<file path="src/rtl/tt_sweep_capture_pkg.sv">
// Shared definitions for the truth-table sweeper: state encoding, default
// input count, table-width derivation and the deepest supported function pipeline.
package tt_sweep_capture_pkg;

    typedef enum logic [1:0] {
        IDLE  = 2'd0,
        SWEEP = 2'd1,
        DRAIN = 2'd2,
        HOLD  = 2'd3
    } tt_state_e;

    localparam int TT_N_IN_DEFAULT = 7;
    localparam int TT_EVAL_LAT_MAX = 4;

    function automatic int tt_width(input int n_in);
        return 1 << n_in;
    endfunction

endpackage

</file>
<file path="src/rtl/tt_sweep_capture_if.sv">
// Bus between the sweeper, the function under evaluation and the downstream
// classifier: minterm drive, function response and the table handshake.
interface tt_sweep_capture_if
    import tt_sweep_capture_pkg::*;
#(
    parameter int N_IN = TT_N_IN_DEFAULT
);
    localparam int TT_W = tt_width(N_IN);

    logic [N_IN-1:0] eval_x;
    logic            eval_en;
    logic            eval_out;
    logic [TT_W-1:0] tt;
    logic            tt_valid;
    logic            tt_ready;
    logic [N_IN:0]   tt_ones;

    modport master (
        output eval_x, eval_en, tt, tt_valid, tt_ones,
        input  eval_out, tt_ready
    );

    modport slave (
        input  eval_x, eval_en, tt, tt_valid, tt_ones,
        output eval_out, tt_ready
    );
endinterface

</file>
<file path="src/rtl/tt_sweep_delay.sv">
// Shift register of configurable depth carrying {enable, minterm} alongside the
// evaluated function's pipeline; flush empties every stage. Depth 0 is a plain wire.
module tt_sweep_delay #(
    parameter int W     = 8,
    parameter int DEPTH = 0
) (
    input  logic         clk,
    input  logic         rst_n,
    input  logic         flush,
    input  logic [W-1:0] din,
    output logic [W-1:0] dout
);
    genvar gi;

    generate
        if (DEPTH == 0) begin : g_wire
            // No storage: the caller masks captures during flush itself.
            logic unused_ok;
            assign unused_ok = &{1'b0, clk, rst_n, flush};
            assign dout = din;
        end else begin : g_shift
            for (gi = 0; gi < DEPTH; gi++) begin : g_stage
                logic [W-1:0] q_reg;
                logic [W-1:0] d_next;

                if (gi == 0) begin : g_head
                    assign d_next = din;
                end else begin : g_tail
                    assign d_next = g_stage[gi-1].q_reg;
                end

                always_ff @(posedge clk or negedge rst_n) begin
                    if (!rst_n) begin
                        q_reg <= '0;
                    end else if (flush) begin
                        q_reg <= '0;
                    end else begin
                        q_reg <= d_next;
                    end
                end
            end
            assign dout = g_stage[DEPTH-1].q_reg;
        end
    endgenerate

endmodule

</file>
<file path="src/rtl/tt_sweep_capture.sv">
// Exhaustive truth-table sweeper: drives every minterm into the function under
// evaluation, packs the responses into tt and offers it over valid/ready.
// Optional running popcount on tt_ones: TT_SWEEP_CAPTURE_POPCOUNT_EN.
module tt_sweep_capture
    import tt_sweep_capture_pkg::*;
#(
    parameter int N_IN     = TT_N_IN_DEFAULT,
    parameter int EVAL_LAT = 0
) (
    input  logic clk,
    input  logic rst_n,
    input  logic start,
    input  logic abort,
    output logic busy,
    tt_sweep_capture_if.master bus
);
    localparam int TT_W       = tt_width(N_IN);
    localparam int IW         = N_IN + 1;
    localparam int DW         = $clog2(TT_EVAL_LAT_MAX + 1);
    localparam int DRAIN_LAST = (EVAL_LAT > 0) ? EVAL_LAT - 1 : 0;

    localparam logic [1:0] ST_IDLE  = IDLE;
    localparam logic [1:0] ST_SWEEP = SWEEP;
    localparam logic [1:0] ST_DRAIN = DRAIN;
    localparam logic [1:0] ST_HOLD  = HOLD;

    logic [1:0]      state_reg, state_next;
    logic [IW-1:0]   idx_reg, idx_next;
    logic [DW-1:0]   drain_reg, drain_next;
    logic [TT_W-1:0] tt_reg;

    logic            live;
    logic            flush;
    logic            launch;
    logic            last_idx;
    logic            cap_en;
    logic [N_IN-1:0] cap_idx;
    logic            capture;

    assign live     = (state_reg == ST_SWEEP);
    assign flush    = abort && (state_reg != ST_IDLE);
    assign launch   = (state_reg == ST_IDLE) && start && !abort;
    assign last_idx = (idx_reg == IW'(TT_W - 1));

    always_comb begin
        state_next = state_reg;
        idx_next   = idx_reg;
        drain_next = drain_reg;
        if (flush) begin
            state_next = ST_IDLE;
        end else begin
            case (state_reg)
                ST_IDLE: begin
                    if (launch) begin
                        state_next = ST_SWEEP;
                        idx_next   = '0;
                    end
                end
                ST_SWEEP: begin
                    idx_next = idx_reg + IW'(1);
                    if (last_idx) begin
                        drain_next = '0;
                        state_next = (EVAL_LAT > 0) ? ST_DRAIN : ST_HOLD;
                    end
                end
                ST_DRAIN: begin
                    drain_next = drain_reg + DW'(1);
                    if (drain_reg == DW'(DRAIN_LAST)) begin
                        state_next = ST_HOLD;
                    end
                end
                default: begin
                    if (bus.tt_ready) begin
                        state_next = ST_IDLE;
                    end
                end
            endcase
        end
    end

    always_ff @(posedge clk or negedge rst_n) begin
        if (!rst_n) begin
            state_reg <= ST_IDLE;
            idx_reg   <= '0;
            drain_reg <= '0;
        end else begin
            state_reg <= state_next;
            idx_reg   <= idx_next;
            drain_reg <= drain_next;
        end
    end

    // Enable and minterm travel with the function's pipeline so each response
    // lands in the bit of the minterm that produced it.
    tt_sweep_delay #(
        .W     (N_IN + 1),
        .DEPTH (EVAL_LAT)
    ) u_delay (
        .clk   (clk),
        .rst_n (rst_n),
        .flush (flush),
        .din   ({live, idx_reg[N_IN-1:0]}),
        .dout  ({cap_en, cap_idx})
    );

    assign capture = cap_en && !flush;

    always_ff @(posedge clk or negedge rst_n) begin
        if (!rst_n) begin
            tt_reg <= '0;
        end else if (launch) begin
            tt_reg <= '0;
        end else if (capture) begin
            tt_reg[cap_idx] <= bus.eval_out;
        end
    end

`ifdef TT_SWEEP_CAPTURE_POPCOUNT_EN
    logic [N_IN:0] ones_reg;

    always_ff @(posedge clk or negedge rst_n) begin
        if (!rst_n) begin
            ones_reg <= '0;
        end else if (launch) begin
            ones_reg <= '0;
        end else if (capture && bus.eval_out) begin
            ones_reg <= ones_reg + (N_IN + 1)'(1);
        end
    end

    assign bus.tt_ones = ones_reg;
`else
    assign bus.tt_ones = '0;
`endif

    assign bus.eval_x   = live ? idx_reg[N_IN-1:0] : '0;
    assign bus.eval_en  = live;
    assign bus.tt       = tt_reg;
    assign bus.tt_valid = (state_reg == ST_HOLD);
    assign busy         = (state_reg != ST_IDLE);

endmodule

</file>
<file path="src/flat_wrapper.sv">
// flat-port wrapper written by rule: the top's interface ports become plain ports
module tt_sweep_capture_flat import tt_sweep_capture_pkg::*;
#(
    parameter int N_IN     = TT_N_IN_DEFAULT,
    parameter int EVAL_LAT = 0
)
  (clk, rst_n, start, abort, busy, bus_eval_x, bus_eval_en, bus_tt, bus_tt_valid, bus_tt_ones, bus_eval_out, bus_tt_ready);
  tt_sweep_capture_if #(.N_IN(N_IN)) bus_i ();
  input  logic clk;
  input  logic rst_n;
  input  logic start;
  input  logic abort;
  output logic busy;
  output wire logic [$bits(bus_i.eval_x)-1:0] bus_eval_x;
  output wire logic [$bits(bus_i.eval_en)-1:0] bus_eval_en;
  output wire logic [$bits(bus_i.tt)-1:0] bus_tt;
  output wire logic [$bits(bus_i.tt_valid)-1:0] bus_tt_valid;
  output wire logic [$bits(bus_i.tt_ones)-1:0] bus_tt_ones;
  input wire logic [$bits(bus_i.eval_out)-1:0] bus_eval_out;
  input wire logic [$bits(bus_i.tt_ready)-1:0] bus_tt_ready;
  assign bus_eval_x = bus_i.eval_x;
  assign bus_eval_en = bus_i.eval_en;
  assign bus_tt = bus_i.tt;
  assign bus_tt_valid = bus_i.tt_valid;
  assign bus_tt_ones = bus_i.tt_ones;
  assign bus_i.eval_out = bus_eval_out;
  assign bus_i.tt_ready = bus_tt_ready;
  tt_sweep_capture #(.N_IN(N_IN), .EVAL_LAT(EVAL_LAT)) u_core (.clk(clk), .rst_n(rst_n), .start(start), .abort(abort), .busy(busy), .bus(bus_i));
endmodule
</file>
<file path="config.mk">
export PLATFORM = sky130hd
export DESIGN_NAME = tt_sweep_capture_flat
export DESIGN_NICKNAME = d
export VERILOG_FILES = /design/src/rtl/tt_sweep_capture_pkg.sv /design/src/rtl/tt_sweep_capture_if.sv /design/src/rtl/tt_sweep_delay.sv /design/src/rtl/tt_sweep_capture.sv /design/src/flat_wrapper.sv
export SDC_FILE = /design/constraint.sdc
export NUM_CORES = 1
export LEC_CHECK = 0
export ABC_AREA = 1
export CAP_MARGIN = 40
export CORE_MARGIN = 2
export CORE_UTILIZATION = 47
export CTS_BUF_LIST = sky130_fd_sc_hd__clkbuf_4 sky130_fd_sc_hd__clkbuf_8 sky130_fd_sc_hd__clkbuf_16
export DETAILED_ROUTE_END_ITERATION = 10
export HOLD_SLACK_MARGIN = 0.1
export PLACE_DENSITY_LB_ADDON = 0.25
export SLEW_MARGIN = 25
export SYNTH_ARGS = -nofsm -noshare
export SYNTH_HDL_FRONTEND = slang
export SYNTH_SLANG_ARGS = --single-unit
</file>
<file path="constraint.sdc">
create_clock -name clk -period 1.5 [get_ports clk]
set_input_delay 0.3 -clock clk [delete_from_list [all_inputs] [get_ports clk]]
set_output_delay 0.3 -clock clk [all_outputs]
set_load 0.02 [all_outputs]
</file>
# Word-level counts from Yosys, hierarchy flattened
# Index checks and enable logic that the tools add are counted.
[classes] magnitude_cmp=2 n_eq_ne=9 n_mux=16 n_bitwise=1 n_reduce_logical=17 addsub=2
[op_table] op="$mux W128" count=2
[op_table] op="$bwmux W128" count=1
[op_table] op="$pmux W8 S2" count=1
[op_table] op="$mux W2" count=5
[op_table] op="$ne A3 B1 Y1 const B" count=3
[op_table] op="$add A8 B1 Y8 const B" count=1
[op_table] op="$eq A8 B7 Y1 const B" count=1
[op_table] op="$lt A7 B8 Y1 const B" count=1
[op_table] op="$mux W8" count=1
[op_table] op="$reduce_bool A2 Y1" count=4
[op_table] op="$demux W1 S7" count=1
[op_table] op="$ge A7 B1 Y1 const B" count=1
[op_table] op="$mux W7" count=1
[op_table] op="$pmux W2 S3" count=1
[op_table] op="$pmux W3 S2" count=1
[op_table] op="$reduce_and A3 Y1" count=2
[op_table] op="$logic_and A1 B1 Y1" count=5
[op_table] op="$reduce_bool A5 Y1" count=1
[op_table] op="$eq A2 B2 Y1 const B" count=2
[op_table] op="$ne A2 B1 Y1 const B" count=2
[op_table] op="$reduce_and A4 Y1" count=1
[op_table] op="$add A3 B1 Y3 const B" count=1
[op_table] op="$logic_not A3 Y1" count=1
[op_table] op="$mux W3" count=1
[op_table] op="other kinds (5)" count=6
[totals] output_inout_bits=146 wordCells=51 input_bits=6 ff_bits=141

# Depth between registers and ports, before layout
[depth] ltp_word=7 depth_mapped=12 depth_no_buf=10

# Modules after synthesis
# Synthesis repeated with hierarchy kept, for this count alone.
[hier_totals] hier_cells=954 area_unflattened_um2=7469.7
[by_module_without_submodules] module="tt_sweep_capture" area_each_um2=7409.6 cells_each=946 n_inst=1 seq_area_each_um2=3528.4
[by_module_without_submodules] module="tt_sweep_delay" area_each_um2=60.1 cells_each=8 n_inst=1 seq_area_each_um2=0.0

# Worst setup path before layout
# Ideal clock, no wire load.
[synth_path] path_kind="reg2reg" from="register u_core.state_reg[1]" to="register u_core.tt_reg[19], in the netlist u_core.bus.tt[19]" synth_period_minus_slack_ns=1.746 path_buffers=2 arrival_time_ns=1.629 setup_ns=0.117 stages_incl_launch_ff=10 required_time_ns=1.383 setup_slack_ns=-0.246 cell_sequence="dfrtp_1 > inv_1 > ha_1 > nand2_2 > buf_8 > nor2_4 > buf_4 > nand2_1 > o21ai_1 > inv_1"
[synth_between] word_cells_on_any_way=10 cone_classes="eq/ne (1); mux (1); reduce/logical (8)"
[synth_lines] element="start: declaration" line="tt_sweep_capture.sv:27" text="logic [1:0] state_reg, state_next;"
[synth_lines] element="start signal: assignment" line="tt_sweep_capture.sv:87" text="state_reg <= state_next;"
[synth_lines] element="$eq A2 B1 Y1" line="tt_sweep_capture.sv:40" text="assign live = (state_reg == ST_SWEEP);"
[synth_lines] element="named net bus_eval_en" line="flat_wrapper.sv:15" text="output wire logic [$bits(bus_i.eval_en)-1:0] bus_eval_en;"
[synth_lines] element="$logic_and A1 B1 Y1" line="tt_sweep_capture.sv:106" text="assign capture = cap_en && !flush;"
[synth_lines] element="$reduce_bool A2 Y1 (no line)"
[synth_lines] element="end signal: indexed assignment" line="tt_sweep_capture.sv:114" text="tt_reg[cap_idx] <= bus.eval_out;"
[synth_lines] element="end: declaration" line="tt_sweep_capture.sv:30" text="logic [TT_W-1:0] tt_reg;"
# The timed path passes the listed nets, and every way through them passes these cells.
# A chain may end at the register's enable or synchronous reset.

# Worst setup path after layout
[layout_path] from="register u_core.state_reg[1]" to="register u_core.tt_reg[83], in the netlist u_core.bus.tt[83]"
[layout_between] elab_chain_cells=5 word_cells_on_any_way=10 cone_classes="eq/ne (1); mux (1); reduce/logical (8)"
[layout_lines] element="$reduce_bool A2 Y1" line="tt_sweep_capture.sv:41" text="assign flush = abort && (state_reg != ST_IDLE);"
[layout_lines] element="$logic_and A1 B1 Y1" line="tt_sweep_capture.sv:41"
[layout_lines] element="$logic_not A1 Y1" line="tt_sweep_capture.sv:106"
[layout_lines] element="$logic_and A1 B1 Y1" line="tt_sweep_capture.sv:106"
[layout_lines] element="$reduce_bool A2 Y1 (no line)"
# Parallel ways exist; a longest one is shown, timed or not.

==> impl_metrics.yaml <==
outcome:
  status: "complete, but fails checks"
  failed_checks: "negative setup slack"
timing:
  setup_viol: 151
  rsz0062_at_grt: "true"
  hold_ws_ns: 0.331
  period_needed_ns: 1.84
  clock_skew_ns: 0.0104
  timing.final.crit_share: 1.23
  hold_viol: 0
  max_freq_mhz: 544
  slew_violations: 0
  setup_ws_ns: -0.338
finish:
  largest_reg_flops: 128
  n_fill_cell: 1135
  final_area_um2: 11200
  seq_area_um2: 3530
  antenna_cells: 0
  multiInputGateArea_um2: 3630
  final_nets: 1253
  syn2layout_area_growth_pct: 52.9
  drive_gt1_frac: 0.247
power:
  seqPwrFrac: 0.305
  leakage_nw: 7.65
  pwr-share-clk: 0.312
  switchingPower_mw: 5.30
  p_total_mw: 14.7
  powerDensity_nw_per_um2: 1310
  switching_share: 0.362
  peakVddDrop_mv: 1.07
  share_comb_of_total_power: 0.382
  p_int_mw: 9.35
worst_setup_path:
  worst_setup_path_start_kind: "flop"
  crit_fanout: 8
  path_depth: 10
  max_stage_delay_ns: 0.39
  required_ns: 1.81
  crit_type: "reg -> reg"
  critPathTopFamily: "buffers and inverters"
  timing.rr.start: "u_core.state_reg[1]$_DFFE_PN0P_"
  path_cells: "inv_2, ha_4, buf_8, buf_12, nand2_8, nor2_4, clkbuf_16, nand2_4, o21ai_2, inv_1"
  rr_worst_depth: 10
  cp-startpoint: "u_core.state_reg[1]$_DFFE_PN0P_"
  cp_num_buf_inv: 5
  setup.worst_path.end_class: "flop"
  crit_path_top_delay_cell: "dfrtp_1"
  cp.arrival_ns: 2.15
clock_tree:
  numCtsBuffers: 17
  cts.sink_count: 141
  cts_tree: "done"
  clkLatencyLatePin_ns: 0.42
  cts_root_buf: "clkbuf_16"
  ctsLongestPathBuffers: 2
  clkSlewWorstSetupHoldPaths_ns: 0.06
  htreeDepth: 4
grt:
  antenna_found_initial: 0
  grt_pass1_vias: 6846
  grt_max_degree: 59
  grt.total_usage: 0.267
  gr-total-overflow: 0
  grt_pass1_wl_um: 34500
routing:
  dr.pass1.iters: 5
  vias_per_cell: 5.23
  first_iter_violations: 789
  drc: 0
  wl_um: 23400
  vias: 7525
  routedWlPerCell_um: 16.3
  antenna_left: 0
floorplan:
  die-area_um2: 16500
  start_util: 0.480
  ioPinCount: 152
  rows: 45
  core-area_um2: 15200
  chipHeight_um: 129
  dieWidth_um: 129
logic_synthesis:
  avgSynthCellArea_um2: 7.18
  ys_types: 28
  yosys_warnings: 0
  ys_ff_latch: 141
  synthesis.area_um2: 7300
  synthCells: 1016
  yosysSeqAreaShare: 0.484
job:
  maxCapViolations: 0
placement:
  io_buffers: 143
  place_area_um2: 9600
  dp_slack_ns: -0.366
  gp_congestion: 0.858
  dp_hpwl_um: 14000
worst_hold_path:
  hp-class: "in -> async"
-- layout by cell type, fill, tap and decap left out, drive strengths merged, types with 4 or more instances in the layout --
| cell type | Yosys | final |
|---|---|---|
| dlygate4sd2 | 0 | 125 |
| inv | 166 | 167 |
| ha | 7 | 7 |
| bufinv | 0 | 4 |
| nand2 | 444 | 445 |
| a21oi | 4 | 4 |
| o21ai | 123 | 123 |
| clkdlybuf4s50 | 0 | 4 |
| conb | 1 | 8 |
| clkinv | 0 | 4 |
| dfrtp | 141 | 141 |
| clkbuf | 17 | 25 |
| nor2 | 47 | 47 |
| buf | 30 | 106 |
| nand3 | 31 | 31 |
-- final cells by class --
cell class	count	area share
multi-input cells	670	0.325
flip-flops and latches	141	0.316
repair buffers	244	0.223
inverters	166	0.0572
clock buffers	21	0.0425
well taps	188	0.0211
clock inverters	10	0.0144
-- metrics by stage --
stage | TNS (ns) | utilization | cells
5_1_grt | -44.00 | 0.734 | 1440
4_1_cts | -29.44 | 0.689 | 1426
6_report | -34.47 | 0.734 | 1440
2_1_floorplan | -7.74 | - | 1023
3_5_place_dp | -42.94 | 0.631 | 1381
3_3_place_gp | -37.31 | 0.631 | 1381
-- cell families after synthesis --
group | count (synthesis) | share of synthesized area
buffers and inverters | 213 | 0.123
xor gates and xnor gates | 1 | 0.00120
other | 1 | 0.000514
and+or+nand+nor | 526 | 0.292
adders and majority gates | 7 | 0.0120
AOI/OAI and AO/OA | 127 | 0.0871
DFF | 141 | 0.484
-- worst paths after layout --
| path | end | slack (ns) |
|---|---|---|
| min in group clk | u_core.drain_reg[0]$_DFFE_PN0P_ | 0.55 |
| min reg2reg | u_core.drain_reg[0]$_DFFE_PN0P_ | 0.55 |
| max | u_core.bus.tt[83]$_DFFE_PN0P_ | -0.34 |
| max in group asynchronous | u_core.state_reg[0]$_DFFE_PN0P_ | 0.58 |
| max reg2reg | u_core.bus.tt[83]$_DFFE_PN0P_ | -0.34 |
| min | u_core.bus.tt[11]$_DFFE_PN0P_ | 0.33 |
-- routing by layer --
layer / global-route usage / up-vias / wire length (um)
li1: - / 3518 / -
met1: 0.352 / 3604 / 9680
met2: 0.457 / 342 / 11700
met3: 0.0391 / 61 / 1400
met4: 0.0863 / 0 / 690
met5: 0 / - / 0
-- worst reg2reg max path, stage by stage, from the launching register on --
cell and delay [ns]:
dfrtp_1 0.39, inv_2 0.10, ha_4 0.16, buf_8 0.13, buf_12 0.12, nand2_8 0.08, nor2_4 0.26, clkbuf_16 0.23
nand2_4 0.06, o21ai_2 0.14, inv_1 0.06
-- cell usage after synthesis (all sizes together) --
cell,count,share of area
conb,1,0.00051
ha,7,0.012
xor2,1,0.0012
nand3,31,0.022
nor3,2,0.0045
nor2,47,0.034
o21ai,123,0.084
a21oi,4,0.0027
or2,1,0.00086
dfrtp,141,0.48
clkbuf,17,0.0094
nand4,1,0.00086
nand2,444,0.23
inv,166,0.085
buf,30,0.028
-- timing repair --
item / CTS / global route
endpoints found under the hold margin: 45 / 0
setup endpoints to repair: 277 / 152
gates resized for setup: 274 / 149
pin swaps: 25 / 43
buffers inserted: 12 / 8
gates cloned: 2 / 6
hold buffers: 1 / 0
-- power by group through the flow --
stage          Clock (mW)  Combinational, mW  Sequential, mW
2_1_floorplan           0               2.18            4.73
3_3_place_gp            0               4.37            4.49
3_5_place_dp            0               4.44            4.50
4_1_cts              4.61               4.80            4.45
5_1_grt              4.78               5.99            4.51
6_report             4.58               5.60            4.47
(Power assumes the default switching activity.)
